==> config.mk <==
export PLATFORM = sky130hd
export DESIGN_NAME = load_store_unit
export DESIGN_NICKNAME = d
export VERILOG_FILES = /design/src/rtl/load_store_unit_pkg.sv /design/src/rtl/load_store_unit_align.sv /design/src/rtl/load_store_unit.sv
export SDC_FILE = /design/constraint.sdc
export NUM_CORES = 1
export LEC_CHECK = 0
export CAP_MARGIN = 10
export CORE_MARGIN = 1.5
export CORE_UTILIZATION = 48
export CTS_BUF_LIST = sky130_fd_sc_hd__clkbuf_4 sky130_fd_sc_hd__clkbuf_8
export DETAILED_ROUTE_END_ITERATION = 12
export GPL_TIMING_DRIVEN = 0
export PLACE_DENSITY_LB_ADDON = 0.25
export REMOVE_ABC_BUFFERS = 1
export SLEW_MARGIN = 0
export SYNTH_ARGS = -nofsm -noshare
export SYNTH_HDL_FRONTEND = slang
export SYNTH_HIERARCHICAL = 1
export SYNTH_SLANG_ARGS = --single-unit
==> constraint.sdc <==
create_clock -name clk -period 5.1 [get_ports clk]
set_input_delay 0.765 -clock clk [delete_from_list [all_inputs] [get_ports clk]]
set_output_delay 0.765 -clock clk [all_outputs]
set_load 0.01 [all_outputs]
==> src/rtl/load_store_unit_pkg.sv <==
// Shared types and constants for the load/store unit: FSM states, access
// sizes, legal lane-mask encodings and the default bus timeout.
package load_store_unit_pkg;

    typedef enum logic {
        ST_IDLE = 1'b0,
        ST_WAIT = 1'b1
    } lsu_state_t;

    typedef enum logic [1:0] {
        SZ_BYTE = 2'd0,
        SZ_HALF = 2'd1,
        SZ_WORD = 2'd2
    } lsu_size_t;

    // The only lane masks the unit accepts, for loads and stores alike.
    localparam logic [3:0] MASK_B0 = 4'b0001;
    localparam logic [3:0] MASK_B1 = 4'b0010;
    localparam logic [3:0] MASK_B2 = 4'b0100;
    localparam logic [3:0] MASK_B3 = 4'b1000;
    localparam logic [3:0] MASK_H0 = 4'b0011;
    localparam logic [3:0] MASK_H1 = 4'b1100;
    localparam logic [3:0] MASK_W  = 4'b1111;

    localparam int TIMEOUT_DEFAULT = 255;

endpackage

==> src/rtl/load_store_unit_align.sv <==
// Combinational load aligner: moves the selected lanes of a bus word down to
// bit 0, then sign- or zero-extends to 32 bits. The legal flag doubles as the
// lane-mask legality check used when a request is accepted.
module load_align
    import load_store_unit_pkg::*;
(
    input  logic [31:0] i_rdata,
    input  logic [3:0]  i_mask,
    input  logic        i_sext,
    output logic [31:0] o_result,
    output logic        o_legal
);

    logic [4:0]  w_shamt;
    lsu_size_t   w_size;
    logic [31:0] w_shifted;

    // Decode the lane mask into byte offset, access width and legality.
    always_comb begin
        // NOTE: every output of a combinational block gets a default first, so
        // no path through the case leaves a value unassigned and infers a latch.
        w_shamt = 5'd0;
        w_size  = SZ_WORD;
        o_legal = 1'b0;
        case (i_mask)
            MASK_B0: begin w_shamt = 5'd0;  w_size = SZ_BYTE; o_legal = 1'b1; end
            MASK_B1: begin w_shamt = 5'd8;  w_size = SZ_BYTE; o_legal = 1'b1; end
            MASK_B2: begin w_shamt = 5'd16; w_size = SZ_BYTE; o_legal = 1'b1; end
            MASK_B3: begin w_shamt = 5'd24; w_size = SZ_BYTE; o_legal = 1'b1; end
            MASK_H0: begin w_shamt = 5'd0;  w_size = SZ_HALF; o_legal = 1'b1; end
            MASK_H1: begin w_shamt = 5'd16; w_size = SZ_HALF; o_legal = 1'b1; end
            MASK_W:  begin w_shamt = 5'd0;  w_size = SZ_WORD; o_legal = 1'b1; end
            default: ;
        endcase
    end

    assign w_shifted = i_rdata >> w_shamt;

    // Extend the aligned value to 32 bits according to access width.
    always_comb begin
        o_result = w_shifted;
        case (w_size)
            SZ_BYTE: o_result = {{24{i_sext & w_shifted[7]}},  w_shifted[7:0]};
            SZ_HALF: o_result = {{16{i_sext & w_shifted[15]}}, w_shifted[15:0]};
            default: o_result = w_shifted;
        endcase
    end

endmodule

==> src/rtl/load_store_unit.sv <==
// Memory-access pipeline stage. Passes non-memory results straight through
// with one cycle of latency; for loads/stores it issues a req/ack bus access,
// stalls upstream until the ack (or a timeout), and registers the aligned
// load result into the writeback bundle.
module load_store_unit
    import load_store_unit_pkg::*;
#(
    parameter int TIMEOUT = TIMEOUT_DEFAULT
)
(
    input  logic        clk,
    input  logic        rst_n,
    input  logic [4:0]  EX_rd,
    input  logic        EX_rd_vld,
    input  logic [31:0] EX_x_rd,
    input  logic [31:0] EX_MEM_addr,
    input  logic [3:0]  EX_MEM_rden,
    input  logic        EX_MEM_rden_SEXT,
    input  logic [3:0]  EX_MEM_wren,
    input  logic [31:0] EX_MEM_wrdata,
    output logic        stall,
    output logic        dbus_req,
    output logic        dbus_we,
    output logic [31:0] dbus_addr,
    output logic [3:0]  dbus_be,
    output logic [31:0] dbus_wdata,
    input  logic        dbus_ack,
    input  logic [31:0] dbus_rdata,
    output logic [4:0]  MEM_rd,
    output logic        MEM_rd_vld,
    output logic [31:0] MEM_x_rd,
    output logic        MEM_bus_err
);

    localparam logic [7:0] TIMEOUT_C = 8'(TIMEOUT);

    lsu_state_t  r_state;
    lsu_state_t  w_state_nxt;
    logic [7:0]  r_cnt;
    logic [7:0]  w_cnt_inc;
    logic        r_sext;
    logic [4:0]  r_rd;
    logic        r_rd_vld;

    logic        w_is_mem;
    logic        w_both_masks;
    logic [3:0]  w_req_mask;
    logic [3:0]  w_align_mask;
    logic [31:0] w_align_result;
    logic        w_align_legal;
    logic        w_legal;
    logic        w_timeout;

    // The byte offset is fully implied by the lane mask, so the address LSBs
    // carry no extra information.
    logic        w_unused_addr_lsbs;
    assign w_unused_addr_lsbs = ^EX_MEM_addr[1:0];

    assign w_is_mem     = (|EX_MEM_rden) | (|EX_MEM_wren);
    assign w_both_masks = (|EX_MEM_rden) & (|EX_MEM_wren);
    assign w_req_mask   = EX_MEM_rden | EX_MEM_wren;
    assign w_cnt_inc    = r_cnt + 8'd1;

    // One aligner serves both jobs: in IDLE it judges the incoming mask, in
    // WAIT it aligns the returned word using the captured mask.
    assign w_align_mask = (r_state == ST_WAIT) ? dbus_be : w_req_mask;
    assign w_legal      = w_align_legal & ~w_both_masks;

    load_align u_align (
        .i_rdata  (dbus_rdata),
        .i_mask   (w_align_mask),
        .i_sext   (r_sext),
        .o_result (w_align_result),
        .o_legal  (w_align_legal)
    );

    // Next-state, stall and timeout decode.
    always_comb begin
        w_state_nxt = r_state;
        stall       = 1'b0;
        w_timeout   = 1'b0;
        case (r_state)
            ST_IDLE: begin
                if (w_is_mem && w_legal) begin
                    stall       = 1'b1;
                    w_state_nxt = ST_WAIT;
                end
            end
            ST_WAIT: begin
                if (dbus_ack) begin
                    w_state_nxt = ST_IDLE;
                end else if (w_cnt_inc == TIMEOUT_C) begin
                    // Releasing stall here lets upstream drop the faulting op.
                    w_timeout   = 1'b1;
                    w_state_nxt = ST_IDLE;
                end else begin
                    stall = 1'b1;
                end
            end
            default: w_state_nxt = ST_IDLE;
        endcase
    end

    // State register.
    always_ff @(posedge clk or negedge rst_n) begin
        // NOTE: sequential state uses non-blocking assignments so every register
        // samples pre-edge values regardless of block evaluation order.
        if (!rst_n) begin
            r_state <= ST_IDLE;
        end else begin
            r_state <= w_state_nxt;
        end
    end

    // Request capture, bus drive, timeout counter and writeback registers.
    always_ff @(posedge clk or negedge rst_n) begin
        if (!rst_n) begin
            r_cnt       <= 8'd0;
            r_sext      <= 1'b0;
            r_rd        <= 5'd0;
            r_rd_vld    <= 1'b0;
            dbus_req    <= 1'b0;
            dbus_we     <= 1'b0;
            dbus_addr   <= 32'd0;
            dbus_be     <= 4'd0;
            dbus_wdata  <= 32'd0;
            MEM_rd      <= 5'd0;
            MEM_rd_vld  <= 1'b0;
            MEM_x_rd    <= 32'd0;
            MEM_bus_err <= 1'b0;
        end else begin
            MEM_bus_err <= 1'b0;
            case (r_state)
                ST_IDLE: begin
                    if (!w_is_mem) begin
                        MEM_rd     <= EX_rd;
                        MEM_rd_vld <= EX_rd_vld;
                        MEM_x_rd   <= EX_x_rd;
                    end else begin
                        MEM_rd_vld <= 1'b0;
                        if (w_legal) begin
                            r_cnt      <= 8'd0;
                            r_sext     <= EX_MEM_rden_SEXT;
                            r_rd       <= EX_rd;
                            r_rd_vld   <= EX_rd_vld;
                            dbus_req   <= 1'b1;
                            dbus_we    <= |EX_MEM_wren;
                            dbus_addr  <= {EX_MEM_addr[31:2], 2'b00};
                            dbus_be    <= w_req_mask;
                            dbus_wdata <= EX_MEM_wrdata;
                        end else begin
                            MEM_bus_err <= 1'b1;
                        end
                    end
                end
                ST_WAIT: begin
                    if (dbus_ack) begin
                        dbus_req <= 1'b0;
                        if (dbus_we) begin
                            MEM_rd_vld <= 1'b0;
                        end else begin
                            MEM_rd     <= r_rd;
                            MEM_rd_vld <= r_rd_vld;
                            MEM_x_rd   <= w_align_result;
                        end
                    end else if (w_timeout) begin
                        dbus_req    <= 1'b0;
                        MEM_bus_err <= 1'b1;
                        MEM_rd_vld  <= 1'b0;
                    end else begin
                        r_cnt <= w_cnt_inc;
                    end
                end
                default: ;
            endcase
        end
    end

endmodule

==> results.py, run 1 <==
metrics = {
    "run_status": {
        "status": "finished clean",
    },
    "synth": {
        "synth_cell_types": 55,
        "syn_avg_cell_area_um2": 11.0,
        "synth_top_cell_area_share_pct": 48.8,
        "synthFlopType": "dfrtp_1",
        "synth.most_common_cell": "dfrtp_1",
        "async_flop_share_pct": 100,
        "netlist_top_cells_area": "dfrtp_1 (49%), mux2_2 (12%), mux2i_1 (9.4%)",
        "synth-seq-cells": 123,
        "synth_top_area_cell": "dfrtp_1",
        "ys_seq_area_share_pct": 48.8,
        "syn-instance-count": 573,
        "synth_common_cells": "dfrtp_1 (123), mux2_2 (66), mux2i_1 (59), nor2_1 (54), a21oi_1 (49)",
        "yosys_warnings": 6,
        "synth_edf_count": 0,
        "netlist_area_mm2": 0.00631,
    },
    "global_route": {
        "grt_pass1_wl_um": 30200,
        "grt_pass1_vias": 5781,
        "track_usage_pct": 27.9,
        "grt_overflow_total": 0,
        "grt_max_degree": 81,
        "antenna_found_initial": 0,
    },
    "die": {
        "core_area_mm2": 0.0127,
        "die_h_um": 118,
        "start_util_pct": 49.6,
        "die_w_um": 118,
        "ios": 256,
        "die_area_mm2": 0.0138,
        "std_cell_rows": 41,
    },
    "power": {
        "total_power_mw": 4.72,
        "power_density_mw_per_mm2": 503,
        "p_leak_nw": 3.82,
        "vdd_drop_max_mv": 0.343,
    },
    "clocking": {
        "clkSinkCount": 123,
        "clk_latency_ns": 0.44,
        "clk_pin_slew_worst_paths_ns": 0.07,
        "cts_tree": "built",
        "clockBufferDepth": 2,
        "clockRootBuffer": "clkbuf_8",
        "cts_buffers": 17,
        "hold_buffers": 0,
        "htree_levels": 4,
    },
    "sta": {
        "clock.fmax_ghz": 0.209,
        "setup_violations": 0,
        "final.setup.tns_ns": 0,
        "worst-slew-pin-transition_ns": 0.955,
        "slew_violations": 0,
        "fin_crit_sh_pct": 93.9,
        "period_needed_ns": 4.79,
        "finClkSkew_ns": 0.00832,
        "relSlewSlack_pct": 36.1,
        "hold_viol_final": 0,
        "hold_ws_ns": 0.231,
    },
    "finish": {
        "finish.instance_area_mm2": 0.00940,
        "layout-drive-gt1-share_pct": 14.6,
        "num_antenna_cells": 0,
        "nNetsFinal": 956,
        "seqCellArea_mm2": 0.00308,
        "multi_input_area_mm2": 0.00300,
        "fill_cells": 905,
        "syn_to_final_growth_pct": 49.0,
    },
    "setup_path": {
        "r2r_slack_ns": 1.47,
        "startpoint": "r_state$_DFF_PN0_",
        "critPathKind": "reg2out",
        "rr_worst_depth": 8,
        "crit_path_end_kind": "output port",
        "worstReg2RegStart": "r_state$_DFF_PN0_",
        "worstSetupStartpointType": "register",
        "critPathRequiredTime_ns": 4.34,
        "cp_max_fo": 35,
        "r2r-end": "MEM_x_rd[10]$_DFFE_PN0P_",
        "arrival_ns": 4.03,
    },
    "detailed_routing": {
        "drcViolationCount": 0,
        "vias": 5409,
        "drt_iter0_drc": 319,
        "vias_per_cell": 5.45,
        "postRouteWirelength_um": 19000,
        "first_pass_iters": 5,
        "wl_per_cell_um": 19.1,
        "ant_nets": 0,
    },
    "min_path": {
        "worstHoldPathType": "in2async",
    },
    "placed_design": {
        "io_buffer_count": 251,
        "globalplace.congestion": 0.838,
        "dpl.hpwl_um": 13400,
        "placed_cell_area_mm2": 0.00889,
    },
    "job": {
        "cap_violations": 0,
    },
}
per-stage QoR:
stage,instances,setup WS (ns),util [%]
6_report,993,0.310,73.9
5_1_grt,993,-0.00166,73.9
4_1_cts,993,0.0769,73.6
3_5_place_dp,960,-0.112,69.9
3_3_place_gp,957,-2.75,69.1
2_1_floorplan,534,-0.698,-
kinds of logic after synthesis:
family / count (synthesis) / synth area share [%]
flip-flops: 123 / 48.8
AO/OA/AOI/OAI: 110 / 11.5
AND/OR/NAND/NOR: 145 / 11.2
XOR/XNOR: 9 / 1.37
adder cells (fa/ha/maj): 3 / 0.555
buffers and inverters: 53 / 4.66
multiplexers: 129 / 21.9
other: 1 / 0.0594
registers in the layout, indices dropped and copies added, names as in the netlist:
name	flops
dbus_we	1
r_rd	5
r_state	1
dbus_req	1
dbus_addr	30
MEM_x_rd	32
r_cnt	8
MEM_rd	5
MEM_bus_err	1
r_rd_vld	1
dbus_wdata	32
r_sext	1
dbus_be	4
MEM_rd_vld	1
power by group:
group	internal, mW	leakage, nW	switching, mW
sequential	1.44	1.46	0.294
clock	0.576	0.229	0.395
combinational	1.19	2.13	0.828
final cells by class:
| cell class | count | share of cell area [%] |
|---|---|---|
| sequential | 123 | 32.8 |
| tap | 172 | 2.29 |
| timing repair buffer | 255 | 27.8 |
| multi-input combinational | 398 | 31.9 |
| inverter | 13 | 0.519 |
| clock buffer | 21 | 3.01 |
| clock inverter | 11 | 1.76 |
worst max-delay path, cell delays in order (launching register included):
cell and delay [ns]:
dfrtp_4 0.71, nor3_1 0.45, a21oi_4 0.15, nor2_1 0.34, nand2_1 0.37, nand3_1 0.29, nand3b_1 0.34, o21ai_0 0.28
clkdlybuf4s50_1 0.61
worst max-delay path by stage:
stage / endpoint / slack [ns] / cells after the start
after floorplan: MEM_rd[0]$_DFFE_PN0P_ / -0.70 / 2
after global placement: MEM_x_rd[20]$_DFFE_PN0P_ / -2.75 / 2
after CTS: stall / 0.08 / 8
after global routing: stall / -0.002 / 8
after detailed placement: stall / -0.11 / 9
final: stall / 0.31 / 8
cells in the final DEF (no fill, tap or decap), types with 4 or more instances in the layout:
cell type	Yosys	routed
o21ai_0	16	15
clkinv_2	0	4
o211ai_1	10	10
nor3b_1	5	5
nor2_1	54	53
nand2_1	37	37
o2111ai_1	7	7
inv_1	13	13
a21oi_1	49	45
xor2_1	4	4
mux2_2	66	66
dfrtp_1	123	122
nand4_1	5	5
mux2i_1	59	59
clkdlybuf4s50_1	0	250
xnor2_1	4	4
nor3_1	7	7
clkbuf_8	0	20
mux2_1	4	4
nand3_1	14	14
o311a_1	8	8
bufinv_16	0	4
routing by layer:
metal / GRT usage, % / part of all wire (%) / vias to the layer above / wire (um)
li1: - / - / 2524 / -
met1: 32.1 / 38 / 2581 / 7240
met2: 47.3 / 51 / 259 / 9640
met3: 9.59 / 8.0 / 45 / 1510
met4: 11.7 / 3.1 / 0 / 586
met5: 0 / 0 / - / 0
repair_timing:
item                                    CTS  global route
setup buffers                             1             0
endpoints found under the setup margin    1             1
gates resized for setup                   3             5
gates cloned                              0             0
Note: power is estimated with default switching activity, not from simulation.
==> run 2: changes to the inputs <==
- SLEW_MARGIN: 0 -> 40
==> run 2 against run 1 <==
  * Maximum frequency fell by 0.35%
  * Sequential share of layout area decreased by 0.087 points
  * Via count up 1.3%
  * Clock-buffer cell count grew 1
  * Critical endpoint unchanged
  * Largest power group unchanged
==> results.py, run 2 (synthesis gave the netlist of run 1 again) <==
metrics = {
    "clocking": {
        "clockRootBuffer": "clkbuf_8",
        "clockBufferDepth": 2,
        "cts.repair.resized": 0,
        "htree_levels": 4,
        "cts_buffers": 17,
        "clk_latency_ns": 0.45,
        "clkSinkCount": 123,
        "hold_buffers": 0,
        "cts_tree": "built",
        "post_cts_buffers": 0,
        "clk_pin_slew_worst_paths_ns": 0.08,
    },
    "power": {
        "vdd_drop_max_mv": 0.354,
        "p_leak_nw": 3.82,
        "power_density_mw_per_mm2": 498,
        "total_power_mw": 4.70,
    },
    "global_route": {
        "grt_pass1_vias": 5746,
        "grtUsageMet2_pct": 46.7,
        "use_met3_pct": 10.7,
        "met1_usage_pct": 31.2,
        "antenna_found_initial": 0,
        "grt_pass1_wl_um": 30000,
        "grt_max_degree": 73,
        "track_usage_pct": 27.7,
        "grt_overflow_total": 0,
        "gr-max-usage-layer": "met2",
    },
    "finish": {
        "syn_to_final_growth_pct": 49.4,
        "num_antenna_cells": 0,
        "finish.instance_area_mm2": 0.00942,
        "final_util_pct": 74.1,
        "fin_cells": 995,
        "layout_common_cells": "clkdlybuf4s50_1 (250), dfrtp_1 (122), mux2_2 (66)",
        "final_common_cell": "clkdlybuf4s50_1",
        "layout-drive-gt1-share_pct": 15.2,
        "nNetsFinal": 959,
        "reg.largest.list": "MEM_x_rd x32, dbus_wdata x32, dbus_addr x30",
    },
    "setup_path": {
        "critPathRequiredTime_ns": 4.34,
        "crit_path_end_kind": "output port",
        "critPathMaxStageDelay_ns": 0.67,
        "rr_worst_depth": 10,
        "critPathKind": "reg2out",
        "cp_common_cell": "o21ai_0",
        "arrival_ns": 4.04,
        "worstSetupStartpointType": "register",
        "r2r_slack_ns": 1.38,
        "cpMaxStageDelayCell": "dfrtp_4",
        "cp_max_fo": 40,
        "crit_chain": "buf_12, nor3_1, a21oi_4, nor2_2, o21ai_0, nand3_1, nand3b_1, o21ai_0, clkdlybuf4s50_1",
    },
    "die": {
        "core_area_mm2": 0.0127,
        "start_util_pct": 49.6,
        "die_h_um": 118,
        "die_w_um": 118,
        "ios": 256,
        "std_cell_rows": 41,
        "die_area_mm2": 0.0138,
    },
    "sta": {
        "rsz0062_at_grt": "no",
        "setup_slack_ns": 0.293,
        "hold_ws_ns": 0.272,
        "hold_viol_final": 0,
        "relSlewSlack_pct": 50.5,
        "period_needed_ns": 4.81,
        "finClkSkew_ns": 0.0173,
        "setup_violations": 0,
        "worst-slew-pin-transition_ns": 0.739,
        "clock.fmax_ghz": 0.208,
        "final.setup.tns_ns": 0,
        "slew_violations": 0,
        "fin_crit_sh_pct": 94.3,
    },
    "detailed_routing": {
        "ant_nets": 0,
        "drcViolationCount": 0,
        "postRouteWirelength_um": 18800,
        "vias": 5478,
        "wl_per_cell_um": 18.8,
        "vias_per_cell": 5.51,
        "first_pass_iters": 5,
        "drt_iter0_drc": 316,
    },
    "placed_design": {
        "dpl.hpwl_um": 13900,
        "io_buffer_count": 251,
        "placed_cells": 964,
        "globalplace.congestion": 0.838,
        "placed_cell_area_mm2": 0.00896,
        "dp_slack_ns": 0.297,
    },
    "job": {
        "cap_violations": 0,
    },
    "run_status": {
        "status": "finished clean",
    },
    "min_path": {
        "worstHoldPathType": "in2async",
    },
}
run 2: changes by cell type in the layout (fill, tap and decap cells not counted), moves of 2 or more:
cell / previous run / this run
clkinvlp_4: 1 / 3
buf_8: 0 / 3
clkbuf_8: 20 / 22
clkinv_2: 4 / 1
run 2: report_power, final:
| group | switching, mW | internal, mW | leakage, nW |
|---|---|---|---|
| logic | 0.824 | 1.19 | 2.15 |
| registers | 0.290 | 1.44 | 1.46 |
| clock network | 0.401 | 0.547 | 0.214 |
run 2: critical path, delay by kind of cell (launching register included):
kind,cells,cell delay (ns)
and+or+nand+nor,4,1.38
buffers and inverters,2,0.88
DFF,1,0.67
AOI/OAI and AO/OA,3,0.64
run 2: cell type report:
| class | count | area [um2] |
|---|---|---|
| inverter | 13 | 48.8 |
| sequential | 123 | 3080 |
| timing repair buffer | 258 | 2640 |
| tap | 172 | 215 |
| fill | 896 | 3300 |
| clock buffer | 22 | 303 |
| clock inverter | 9 | 135 |
| multi-input combinational | 398 | 3000 |
run 2: path summary, 6_finish.rpt:
path / startpoint / end
setup / recovery: r_state$_DFF_PN0_ / stall
hold reg to reg: dbus_wdata[12]$_DFFE_PN0P_ / dbus_wdata[12]$_DFFE_PN0P_
hold / removal: rst_n / dbus_wdata[4]$_DFFE_PN0P_
setup reg to reg: r_state$_DFF_PN0_ / dbus_addr[6]$_DFFE_PN0P_
max in group asynchronous: rst_n / MEM_x_rd[10]$_DFFE_PN0P_
min in group clk: dbus_wdata[12]$_DFFE_PN0P_ / dbus_wdata[12]$_DFFE_PN0P_
run 2: per-layer routing:
| layer | vias to the layer above | part of all wire (%) |
|---|---|---|
| met5 | - | 0 |
| met2 | 274 | 50 |
| met4 | 0 | 3.6 |
| li1 | 2536 | - |
| met3 | 47 | 9.0 |
| met1 | 2621 | 37 |
